**src/rtl/game_round_fsm.sv**
```systemverilog
// Round/lives controller for one sprite control instance.
// Sequences a round start (position load, then velocity load), gates sprite
// movement during play, and freezes the sprite for a fixed hold after each
// miss. It also keeps the score and remaining lives for the renderer.
// state_dbg exposes the FSM encoding:
//   IDLE=0, LOAD_XY=1, LOAD_DXY=2, PLAY=3, HOLD=4, OVER=5.
module game_round_fsm #(
  parameter int screen_width  = 640,
  parameter int screen_height = 480,
  parameter int w_x           = $clog2(screen_width),
  parameter int w_y           = $clog2(screen_height),
  parameter int DX_WIDTH      = 2,
  parameter int DY_WIDTH      = 2,
  parameter int START_X       = 316,
  parameter int START_Y       = 0,
  parameter int START_DX      = 1,
  parameter int START_DY      = 1,
  parameter int LIVES         = 3,
  parameter int HOLD_CYCLES   = 50000000,
  parameter int SCORE_WIDTH   = 8
) (
  input  logic                       clk,
  input  logic                       rst,
  input  logic                       key_start,
  input  logic                       hit_wall,
  input  logic                       collide,
  output logic                       enable,
  output logic                       sprite_enable_update,
  output logic                       sprite_write_xy,
  output logic                       sprite_write_dxy,
  output logic [w_x-1:0]             sprite_write_x,
  output logic [w_y-1:0]             sprite_write_y,
  output logic signed [DX_WIDTH-1:0] sprite_write_dx,
  output logic signed [DY_WIDTH-1:0] sprite_write_dy,
  output logic [2:0]                 lives,
  output logic [SCORE_WIDTH-1:0]     score,
  output logic                       game_over,
  output logic [2:0]                 state_dbg
);

  // A counter width of at least one bit keeps HOLD_CYCLES=1 legal.
  localparam int HOLD_W = (HOLD_CYCLES > 1) ? $clog2(HOLD_CYCLES) : 1;
  localparam logic [HOLD_W-1:0] HOLD_LAST = HOLD_W'(HOLD_CYCLES - 1);
  localparam logic [2:0]        LIVES_INIT = 3'(LIVES);

  typedef enum logic [2:0] {
    S_IDLE     = 3'd0,
    S_LOAD_XY  = 3'd1,
    S_LOAD_DXY = 3'd2,
    S_PLAY     = 3'd3,
    S_HOLD     = 3'd4,
    S_OVER     = 3'd5
  } state_t;

  state_t            state_q;
  state_t            state_d;
  logic              key_prev;
  logic              hit_prev;
  logic              col_prev;
  logic              key_rise;
  logic              hit_rise;
  logic              col_rise;
  logic [HOLD_W-1:0] hold_cnt;

  // Reload values are fixed; the sprite block only samples them on strobes.
  assign sprite_write_x  = w_x'(START_X);
  assign sprite_write_y  = w_y'(START_Y);
  assign sprite_write_dx = DX_WIDTH'(START_DX);
  assign sprite_write_dy = DY_WIDTH'(START_DY);
  assign state_dbg       = state_q;

  assign key_rise = key_start & ~key_prev;
  assign hit_rise = hit_wall  & ~hit_prev;
  assign col_rise = collide   & ~col_prev;

  // Edge-detect history, refreshed every cycle regardless of state so that
  // edges seen in ignoring states are dropped rather than queued.
  always_ff @(posedge clk) begin
    if (rst) begin
      key_prev <= 1'b0;
      hit_prev <= 1'b0;
      col_prev <= 1'b0;
    end else begin
      key_prev <= key_start;
      hit_prev <= hit_wall;
      col_prev <= collide;
    end
  end

  // Next-state decode; any encoding outside the enum falls back to IDLE.
  always_comb begin
    state_d = S_IDLE;
    case (state_q)
      S_IDLE:     state_d = key_rise ? S_LOAD_XY : S_IDLE;
      S_LOAD_XY:  state_d = S_LOAD_DXY;
      S_LOAD_DXY: state_d = S_PLAY;
      S_PLAY:     state_d = hit_rise ? S_HOLD : S_PLAY;
      S_HOLD: begin
        if (hold_cnt == HOLD_LAST) state_d = (lives != 3'd0) ? S_LOAD_XY : S_OVER;
        else                       state_d = S_HOLD;
      end
      S_OVER:     state_d = key_rise ? S_LOAD_XY : S_OVER;
      default:    state_d = S_IDLE;
    endcase
  end

  // State register with outputs registered from the next state, so each
  // output equals a Moore decode of the current state without glitches.
  // enable stays high in LOAD_DXY because the sprite block's !enable path
  // would otherwise override the velocity write.
  always_ff @(posedge clk) begin
    if (rst) begin
      state_q              <= S_IDLE;
      enable               <= 1'b0;
      sprite_enable_update <= 1'b0;
      sprite_write_xy      <= 1'b0;
      sprite_write_dxy     <= 1'b0;
      game_over            <= 1'b0;
    end else begin
      state_q              <= state_d;
      enable               <= (state_d == S_LOAD_DXY) || (state_d == S_PLAY);
      sprite_enable_update <= (state_d == S_PLAY);
      sprite_write_xy      <= (state_d == S_LOAD_XY);
      sprite_write_dxy     <= (state_d == S_LOAD_DXY);
      game_over            <= (state_d == S_OVER);
    end
  end

  // Lives, score and hold counter. A miss takes priority over a catch in the
  // same cycle, and lives only drop in PLAY so they cannot wrap below zero.
  always_ff @(posedge clk) begin
    if (rst) begin
      lives    <= LIVES_INIT;
      score    <= '0;
      hold_cnt <= '0;
    end else begin
      case (state_q)
        S_IDLE, S_OVER: begin
          if (key_rise) begin
            lives <= LIVES_INIT;
            score <= '0;
          end
        end
        S_PLAY: begin
          if (hit_rise) begin
            lives    <= lives - 3'd1;
            hold_cnt <= '0;
          end else if (col_rise && (score != '1)) begin
            score <= score + 1'b1;
          end
        end
        S_HOLD: hold_cnt <= hold_cnt + 1'b1;
        default: ;
      endcase
    end
  end

endmodule

```
**config.mk**
```make
export PLATFORM = sky130hd
export DESIGN_NAME = game_round_fsm
export DESIGN_NICKNAME = d
export VERILOG_FILES = /design/src/rtl/game_round_fsm.sv
export SDC_FILE = /design/constraint.sdc
export NUM_CORES = 1
export LEC_CHECK = 0
export CORE_UTILIZATION = 52
export CTS_CLUSTER_DIAMETER = 30
export DETAILED_ROUTE_END_ITERATION = 6
export PLACE_DENSITY_LB_ADDON = 0.2
export SLEW_MARGIN = 20
export SYNTH_ARGS = -nofsm -noshare
export SYNTH_HDL_FRONTEND = slang
export SYNTH_SLANG_ARGS = --single-unit
```
**constraint.sdc**
```tcl
create_clock -name clk -period 2.6 [get_ports clk]
set_clock_uncertainty 0.1 [all_clocks]
set_input_delay 0.78 -clock clk [delete_from_list [all_inputs] [get_ports clk]]
set_output_delay 0.78 -clock clk [all_outputs]
set_load 0.01 [all_outputs]
```
Yosys cells after proc, flatten, opt, wreduce, memory -nomap -nowiden
Index checks and enable logic that the tools add are counted.
{"block": "totals", "ff_bits": 48}
{"block": "classes", "n_addsub": 3, "eq_ne": 15, "n_mux": 15, "bitwise_logic": 6, "n_reduce_logical": 10}
{"cell": "one-hot mux 26 bit (2 select lines)", "n": 1}
{"cell": "adder 26 x 1 -> 26 bit, second input constant", "n": 1}
{"cell": "equality test 26 bit, second input constant", "n": 1}
{"cell": "2-to-1 mux 26 bit", "n": 1}
{"cell": "2-to-1 mux 8 bit", "n": 3}
{"cell": "2-to-1 mux 3 bit", "n": 6}
{"cell": "one-hot mux 3 bit (6 select lines)", "n": 1}
{"cell": "one-hot mux 8 bit (2 select lines)", "n": 1}
{"cell": "equality test 3 x 2 -> 1 bit, second input constant", "n": 4}
{"cell": "equality test 3 bit, second input constant", "n": 3}
{"cell": "adder 8 x 1 -> 8 bit, second input constant", "n": 1}
{"cell": "!= test 2 bit, second input constant", "n": 4}
{"cell": "!= test 8 bit, second input constant", "n": 1}
{"cell": "equality test 3 x 1 -> 1 bit, second input constant", "n": 2}
{"cell": "one-hot mux 3 bit (2 select lines)", "n": 1}
{"cell": "AND reduction 4 bit", "n": 1}
{"cell": "nonzero test 2 bit", "n": 2}
{"cell": "bitwise AND 1 bit", "n": 3}
{"cell": "zero test 3 bit", "n": 1}
{"cell": "inverter 1 bit", "n": 3}
{"cell": "AND reduction 3 bit", "n": 1}
{"cell": "nonzero test 3 bit", "n": 1}
{"cell": "subtractor 3 x 1 -> 3 bit, second input constant", "n": 1}
{"cell": "AND reduction 2 bit", "n": 1}
{"cell": "4 further kinds", "n": 4}

Depth between registers and ports, before layout
{"block": "depth", "depth_word": 6, "mapped_depth": 8, "mapped_depth_nobuf": 6}

Worst setup path before layout
OpenSTA, ideal clock, no wires.
{"block": "synth_path", "path_type": "input to register", "start": "input key_start", "end": "register score[5]", "setup_time_ns": 0.116, "arrival_ns": 1.913, "required_time_ns": 2.384, "path_slack_ns": 0.471, "cell_stages": 5, "n_path_buf": 0, "cell_sequence": "or3b_1 -> a2bb2oi_2 -> a211oi_2 -> a311oi_1 -> a41o_1"}
{"block": "synth_between", "elab_chain_len": 3}
{"element": "start: declaration", "line": "24", "rtl": "input logic key_start,"}
{"element": "bitwise AND 1 bit", "line": "72", "rtl": "assign key_rise = key_start & ~key_prev;"}
{"element": "!= test 2 bit (no source line)"}
{"element": "AND reduction 4 bit (no source line)"}
{"element": "end signal: assignment", "line": "149", "rtl": "score <= score + 1'b1;"}
{"element": "end: declaration", "line": "36", "rtl": "output logic [SCORE_WIDTH-1:0] score,"}
No other way between the ends.
A chain may end at the register's enable or synchronous reset.

Worst setup path in the final report
{"block": "layout_path", "start": "register state_q[0] (netlist: state_dbg[0])", "end": "output state_dbg[0]"}
{"element": "start: declaration", "line": "55", "rtl": "state_t state_q;"}
{"element": "start signal: assignment", "line": "120", "rtl": "state_q <= state_d;"}
{"element": "end: declaration", "line": "38", "rtl": "output logic [2:0] state_dbg"}
No word-level cell between the ends.

==> impl_metrics.py <==
metrics = {
    "worst_setup_path": {
        "worstPathCellList": "clkdlybuf4s50_1",
        "path_class": "register to primary output",
        "cpPeakStageDelay_ns": 0.63,
        "r2r-end": "hold_cnt[20]",
        "path_depth": 1,
        "cpMaxStageDelayCell": "clkdlybuf4s50_1",
        "r2r_slack_ns": 0.44,
        "cp.required_ns": 1.72,
        "regToRegStartpoint": "hold_cnt[0]",
        "ff2ff_path_depth": 6,
        "path_max_fanout": 12,
        "path_buf_inv": 1,
        "endpoint": "state_dbg[0]",
        "crit_family": "buffers and inverters",
        "critPathLaunch": "state_dbg[0]",
        "worstSetupStartpointType": "register",
        "endpoint_kind": "primary output",
        "crit_arrival_ns": 1.55,
    },
    "pwr": {
        "p_per_area_nw_per_um2": 487.4,
        "ir_drop_v": 0.0002833,
        "total_power_mw": 1.440,
        "p_leak_nw": 1.081,
    },
    "yosys": {
        "synth_common_cells": "48 x dfxtp_1, 25 x nand2_1, 25 x nor2_1",
        "synth_edf_count": 0,
        "syn_area_sq_um": 2608,
        "synth_top_area_share_pct": 36.85,
        "async_flop_share_pct": 0,
        "ys_ff_latch": 48,
        "yosys.area_share.xor_xnor_pct": 2.351,
        "synth_cell_types": 56,
        "synth.area.mux_share_pct": 1.296,
        "synth_top_cell_by_area": "dfxtp_1",
        "synthSimpleGateAreaFrac_pct": 28.89,
        "synth_top_family_by_area": "simple AND/OR/NAND/NOR gates",
        "avgSynthCellArea_sq_um": 8.721,
        "postSynthCellCount": 299,
        "synth_flop_cell": "dfxtp_1",
        "yosysMostFrequentCell": "dfxtp_1",
        "synthTopCellsByArea": "dfxtp_1 37%, buf_4 6.9%, nand4_1 4.1%, nand2_1 3.6%, nor2_1 3.6%",
        "ys_seq_area_share_pct": 36.85,
        "synth_compound_area_share_pct": 17.85,
        "synth_fa_ha_area_share_pct": 1.919,
        "yosys_warnings": 0,
    },
    "clocking": {
        "cts_buffers": 5,
        "htree_levels": 2,
        "cts_root_buf": "clkbuf_8",
        "cts_buffer_depth": 2,
        "clkLatencyLatePin_ns": 0.30,
        "cts_tree": "built",
        "clkSinkCount": 48,
        "clk_pin_slew_ns": 0.08,
    },
    "place": {
        "finalWeightedCongestion": 0.8057,
        "dp_cells": 384,
        "place.port_buffers": 23,
        "hpwl_microns": 3828,
    },
    "sta": {
        "tightest_slew_ns": 0.4970,
        "finalMaxSlewViolations": 0,
        "maxSlewHeadroom_pct": 66.71,
        "min_period_ns": 2.431,
        "rsz0062_at_grt": "no",
        "finalCritPeriodShare_pct": 93.49,
        "setup_viol": 0,
        "hold_viol": 0,
        "fmax_ghz": 0.4114,
    },
    "die": {
        "die_x_microns": 72.81,
        "rows": 25,
        "core_region_area_sq_um": 4786,
        "fp.dieH_microns": 72.81,
        "ios": 47,
        "die_area_sq_um": 5301,
        "start_util_pct": 54.48,
    },
    "worst_hold_path": {
        "hold_class": "register to register",
    },
    "cells_and_area": {
        "final_util_pct": 61.73,
        "layout.cells.non_filler": 392,
        "nets": 333,
        "drive_above_1_share_pct": 9.846,
        "syn_to_final_growth_pct": 13.29,
        "n_fill_cell": 419,
        "n_antenna_cell": 0,
    },
    "drt": {
        "wire_per_inst_microns": 13.66,
        "drt-met1-wl_microns": 2614,
        "dr_wl_met3_microns": 250,
        "drt-pass1-iter-count": 4,
        "first_iter_violations": 231,
        "drtAntennaViolNets": 0,
        "vias": 2206,
        "drt_wl_total_microns": 5356,
        "drc": 0,
        "wl_met2_microns": 2434,
        "vias_per_cell": 5.628,
        "top_layer": "met4",
    },
    "grt": {
        "gr-total-overflow": 0,
        "track_usage_pct": 21.54,
        "grt_pass1_vias": 1912,
        "antenna_found_initial": 0,
        "grt_max_degree": 20,
        "grt_first_pass_wirelength_microns": 9052,
    },
    "job": {
        "maxCapViolations": 0,
    },
    "run_status": {
        "status": "complete, no violations",
    },
}
-- sequential cells by signal, summed over array words and instances (netlist names) --
| signal | count |
|---|---|
| game_over | 1 |
| key_prev | 1 |
| sprite_write_dxy | 1 |
| hold_cnt | 26 |
| lives | 3 |
| state_dbg | 3 |
| score | 8 |
| sprite_write_xy | 1 |
| col_prev | 1 |
| sprite_enable_update | 1 |
| hit_prev | 1 |
| enable | 1 |
-- worst min-delay path by stage --
stage,start,to,cells past startpoint
floorplan,hold_cnt[22],hold_cnt[22],1
global placement,hold_cnt[22],hold_cnt[22],1
detailed placement,hold_cnt[22],hold_cnt[22],1
CTS,hold_cnt[22],hold_cnt[22],1
global route,hold_cnt[25],hold_cnt[25],1
finish,hold_cnt[22],hold_cnt[22],1
-- cell families after synthesis --
logic type      count (synthesis)
buf+inv                        45
flops                          48
other cells                     2
compound gates                 61
simple gates                  129
xor+xnor                        7
fa+ha+maj                       4
mux                             3
-- routing by layer --
| metal | track usage, % | up-vias |
|---|---|---|
| met3 | 3.177 | 6 |
| met5 | 0 | - |
| met1 | 32.07 | 1036 |
| met4 | 6.100 | 0 |
| li1 | - | 1107 |
| met2 | 32.19 | 57 |
-- power by group --
group          internal (mW)  switching [mW]  leakage [nW]  total [mW]
logic                 0.0591          0.0819         0.638       0.141
registers              0.747          0.0141         0.388       0.761
clock network          0.285           0.253        0.0541       0.538
-- metrics by stage --
stage | cell area [sq um] | hold slack [ns] | setup slack (ns) | setup TNS, ns
2_1_floorplan | 2686 | 0.3389 | 0.4709 | 0
3_5_place_dp | 2841 | 0.3688 | -0.1815 | -0.3407
5_1_grt | 2954 | 0.4155 | 0.04371 | 0
6_report | 2954 | 0.3854 | 0.1693 | 0
4_1_cts | 2953 | 0.3815 | 0.1291 | 0
3_3_place_gp | 2841 | 0.3580 | -0.04736 | -0.1251
-- placed cells by master (no fill, tap or decap), types with 6 or more instances in the layout --
cell and n:
conb_1 23, and2_1 6, nand3_1 12, dfxtp_1 48, o21ai_0 10, nand4_1 17
inv_1 7, clkdlybuf4s50_1 23, nor2_1 25, nor2b_1 7, buf_4 12, nand2_1 25
a21oi_1 9, and4_1 6, a311oi_1 6
-- timing repair --
action                     in CTS  in global routing
setup endpoints to repair       0                  1
gates resized for setup         0                  1
buffers inserted                0                  0
hold buffers                    0                  0
-- cell type report --
| type | instances | area (sq um) | share of cell area [%] |
|---|---|---|---|
| inverters | 7 | 26.28 | 0.8895 |
| multi-input cells | 227 | 1451 | 49.13 |
| flip-flops and latches | 48 | 960.9 | 32.53 |
| clock buffers | 5 | 68.82 | 2.330 |
| well taps | 67 | 83.83 | 2.838 |
| clock inverters | 3 | 42.54 | 1.440 |
| repair buffers | 35 | 320.3 | 10.84 |
Note: power is estimated with default switching activity, not from simulation.
==> variant 1 (same flow settings) <==
Set the parameter `screen_width` to 320 (it was 640).
--- a/src/rtl/game_round_fsm.sv
+++ b/src/rtl/game_round_fsm.sv
@@ -7,3 +7,3 @@
 module game_round_fsm #(
-  parameter int screen_width  = 640,
+  parameter int screen_width  = 320,
   parameter int screen_height = 480,
Interface: changed (resized sprite_write_x); port bits go from 47 to 46. The function was not compared with the original's and may differ.
==> variant 1 against the original RTL <==
Cell area grew 0.51%. Non-clock buffer count shrank 1. Routed wire length grew 1.4%. Die area shrank 0.27%. Synthesized area shrank 0.29%. Clock power grew 9.1%. Critical path depth grew 5. Sequential cell count is the same. Total power grew 3.4%. Final cell count shrank 0.51%. Setup slack lost 7.6 ps. Hold slack lost 6.4 ps.
==> variant 1: results (changes against the original RTL) <==
| Metric | Value |
|---|---|
| GPL Wtd Cong | `0.834 (+3.5%)` |
| Status | `finished, final reports clean` |
| Critical path peak fanout | `3 (-9)` |
| Post-route minimum period | `2440 ps (+7.57 ps)` |
| Top post-synthesis cells by count | `dfxtp_1 (48), nand2_1 (25), nor2_1 (25), buf_4 (23), nand4_1 (17)` |
| First-pass GRT wire length | `8700 um (-3.9%)` |
| Mux cell area share after synthesis | `1.30% (+0.0037 points)` |
| Post-synthesis adder-cell area fraction | `1.92% (+0.0055 points)` |
| Crit-path leading delay family | `simple AND/OR/NAND/NOR gates` |
| Pleak | `0.00109 uW (+0.61%)` |
| Post-Route WL | `5430 um (+1.4%)` |
| Sequential share of the synthesized area | `37.0% (+0.11 points)` |
| Pre-CTS setup slack | `-107 ps (+74.5 ps)` |
| Initial DRC count | `162 (-30%)` |
| WL met3 | `249 um (-0.40%)` |
| Worst Reg-to-Reg Cells | `5 (-1)` |
| Multi-input logic area | `1450 um^2 (-0.34%)` |
| Fillers | `414 (-1.2%)` |
| Met1 Track Usage GR | `29.2% (-2.9 points)` |
| Syn Area/Cell | `8.72 um^2 (about the same)` |
| Met2 usage | `32.9% (+0.73 points)` |
| Synth top area cells | `dfxtp_1 (37%), buf_4 (6.6%), nand4_1 (4.1%)` |
| Compound-Gate Fraction of Synth Area | `17.9% (+0.052 points)` |
| End of the critical path | `score[1]` |
| DP Area | `2840 um^2 (about the same)` |
| Critical Path Start | `key_start` |
-- variant 1: where the power goes --
group,total [uW],internal [uW],switching (uW)
clock,587,339,247
sequential,761,747,14.2
combinational,142,59.6,82.1
-- variant 1: worst min path at each step --
stage / cells past startpoint / from / to
after global routing: 1 / hold_cnt[22] / hold_cnt[22]
after detailed placement: 1 / hold_cnt[22] / hold_cnt[22]
final: 1 / hold_cnt[22] / hold_cnt[22]
after floorplan: 1 / hold_cnt[22] / hold_cnt[22]
after CTS: 1 / hold_cnt[22] / hold_cnt[22]
after global placement: 1 / hold_cnt[22] / hold_cnt[22]
-- variant 1: cell type report --
class | count | area share [%]
Clock buffer | 7 | 3.24
Clock inverter | 1 | 1.01
Inverter | 7 | 0.885
Multi-Input combinational cell | 226 | 48.7
Sequential cell | 48 | 32.4
Tap cell | 67 | 2.82
Timing Repair Buffer | 34 | 11.0
==> variant 2 (same settings) <==
Made on the original files. Remove the register `sprite_write_xy`: a continuous assignment takes its place, so the output `sprite_write_xy` follows one clock earlier.
--- a/src/rtl/game_round_fsm.sv
+++ b/src/rtl/game_round_fsm.sv
@@ -115,3 +115,2 @@
       sprite_enable_update <= 1'b0;
-      sprite_write_xy      <= 1'b0;
       sprite_write_dxy     <= 1'b0;
@@ -122,3 +121,2 @@
       sprite_enable_update <= (state_d == S_PLAY);
-      sprite_write_xy      <= (state_d == S_LOAD_XY);
       sprite_write_dxy     <= (state_d == S_LOAD_DXY);
@@ -127,2 +125,4 @@
   end
+
+  assign sprite_write_xy = (state_d == S_LOAD_XY);
 
Behaviour: not the same (Yosys sat finds a counterexample within 4 cycles, from zero or initial values and one cycle with rst high).
==> variant 2 against the original RTL <==
The run now ends with negative setup slack left. Die area is 2.9% lower. Largest cell class unchanged. Setup slack worse by 600 ps. Synthesized area is 3.0% lower. Cell area is 11% higher. Total power is 1.3% higher. Routed wire length is 7.0% higher. Final cell count is 9.9% higher. Sequential cell count is 1 lower.
==> variant 2: results (changes against the original RTL) <==
| Metric | Value |
|---|---|
| Status | `finished, violations left` |
| Failing checks | `negative setup slack` |
| VDD IR max | `0.209 mV (-26%)` |
| Count of cell types in the netlist | `57 (+1.8%)` |
| Synth top area share | `37.2% (+0.36 points)` |
| Synth top area cells | `dfxtp_1 (37%), buf_4 (6.8%), nand3_1 (4.2%)` |
| Top post-synthesis cells by count | `dfxtp_1 (47), nand2_1 (26), nor2_1 (25), buf_4 (23), nand3_1 (21)` |
| Met2 wire len | `2770 um (+14%)` |
| Final #Nets | `385 (+16%)` |
| Crit-path max cell delay | `500 ps (-130 ps)` |
| Vias per cell | `5.53 (-1.8%)` |
| Critical path peak fanout | `2 (-10)` |
| Initial antenna violation count | `0 (unchanged)` |
| Hold WS | `405 ps (+19.2 ps)` |
| Post-Syn Instances | `308 (+3.0%)` |
| R2r setup slk | `230 ps (-210 ps)` |
| Final WS setup | `-430 ps (-600 ps)` |
| Pleak | `0.00131 uW (+21%)` |
| Slowest cell on crit path | `or4_4` |
| Initial DRC count | `159 (-31%)` |
| Vias in the first global route | `2082 (+8.9%)` |
| Endpoints failing setup | `1 (+1)` |
| CTS clk-pin slew, worst paths | `about 90 ps` |
| # diodes | `0 (unchanged)` |
| Slew Limit Headroom | `54.3% (-12 points)` |
| Initial DRT Pass Iterations | `4 (unchanged)` |
| Share of layout cells above drive strength 1 | `21.8% (+12 points)` |
| GPL Wtd Cong | `0.862 (+7.0%)` |
| Met1 wire length | `2660 um (+1.8%)` |
| WL met3 | `226 um (-9.6%)` |
| Post-Route WL | `5730 um (+7.0%)` |
| Internal Power | `1120 uW (+2.5%)` |
| Crit-path leading delay family | `simple AND/OR/NAND/NOR gates` |
| Largest net degree at the start of global routing | `36 (+80%)` |
| Sequential share of the synthesized area | `37.2% (+0.36 points)` |
| Synth warn | `0 (unchanged)` |
| Final Non-Filler Cells | `431 (+9.9%)` |
| Placed instance count | `422 (+9.9%)` |
| First-pass GRT wire length | `9510 um (+5.0%)` |
| Detailed Place HPWL | `4200 um (+9.8%)` |
[variant 2: cell types whose count changed after synthesis, sizes merged, moves of 6 or more]
cell	change
or3	+6
buf	-6
nand4	-6
a311oi	-6
nand3	+10
[variant 2: worst min-delay path, cell delays in order (launching register included)]
cell and delay (ps):
dfxtp_1 330, o21ai_0 70, a21oi_1 60
[variant 2: cells by family (layout without fill, tap and decap cells)]
family	Yosys count	count (layout)	synth area share, %
muxes	5	5	2.18
buffers and inverters	47	95	10.7
DFF	47	47	37.2
AOI/OAI and AO/OA	64	64	16.7
xor gates and xnor gates	6	6	2.08
and+or+nand+nor	133	133	28.8
adders and majority gates	4	4	1.98
other	2	23	0.297
[variant 2: repair_timing]
action | CTS | global route
pin swaps | 4 | 4
setup endpoints to repair | 1 | 4
buffers inserted | 1 | 0
gates resized for setup | 8 | 4
[variant 2: cell type report]
| cell class | count | area [um^2] |
|---|---|---|
| Clock buffer | 6 | 82.6 |
| Clock inverter | 2 | 35.0 |
| Fill cell | 398 | 1430 |
| Inverter | 11 | 41.3 |
| Multi-Input combinational cell | 235 | 1430 |
| Sequential cell | 47 | 951 |
| Tap cell | 54 | 67.6 |
| Timing Repair Buffer | 76 | 657 |
[variant 2: worst paths after layout]
check               startpoint              end  cells past startpoint
setup / recovery  hold_cnt[19]  sprite_write_xy                      6
setup reg to reg  state_dbg[2]     hold_cnt[23]                      7
hold reg to reg       score[6]         score[6]                      2
hold / removal        score[6]         score[6]                      2
[variant 2: power groups by stage]
stage               Sequential, uW  Combinational (uW)  Clock [uW]
floorplan                      755                 108           0
global placement               752                 161           0
detailed placement             753                 162           0
CTS                            735                 164         568
global route                   737                 181         600
finish                         735                 167         556
[variant 2: per-stage QoR]
step / setup TNS, ps / worst slack, ps / instance area, um^2 / power [uW]
2_1_floorplan: 0 / 4.67 / 2630 / 863
6_report: -430 / -430 / 3260 / 1460
5_1_grt: -492 / -492 / 3260 / 1520
3_3_place_gp: -2160 / -738 / 3120 / 913
3_5_place_dp: -2710 / -776 / 3120 / 915
4_1_cts: -563 / -563 / 3250 / 1470
[variant 2: metal layers]
metal,vias up,global-route usage [%]
met5,-,0
met4,0,6.10
met3,8,3.80
met2,51,39.1
met1,1114,30.8
li1,1209,-
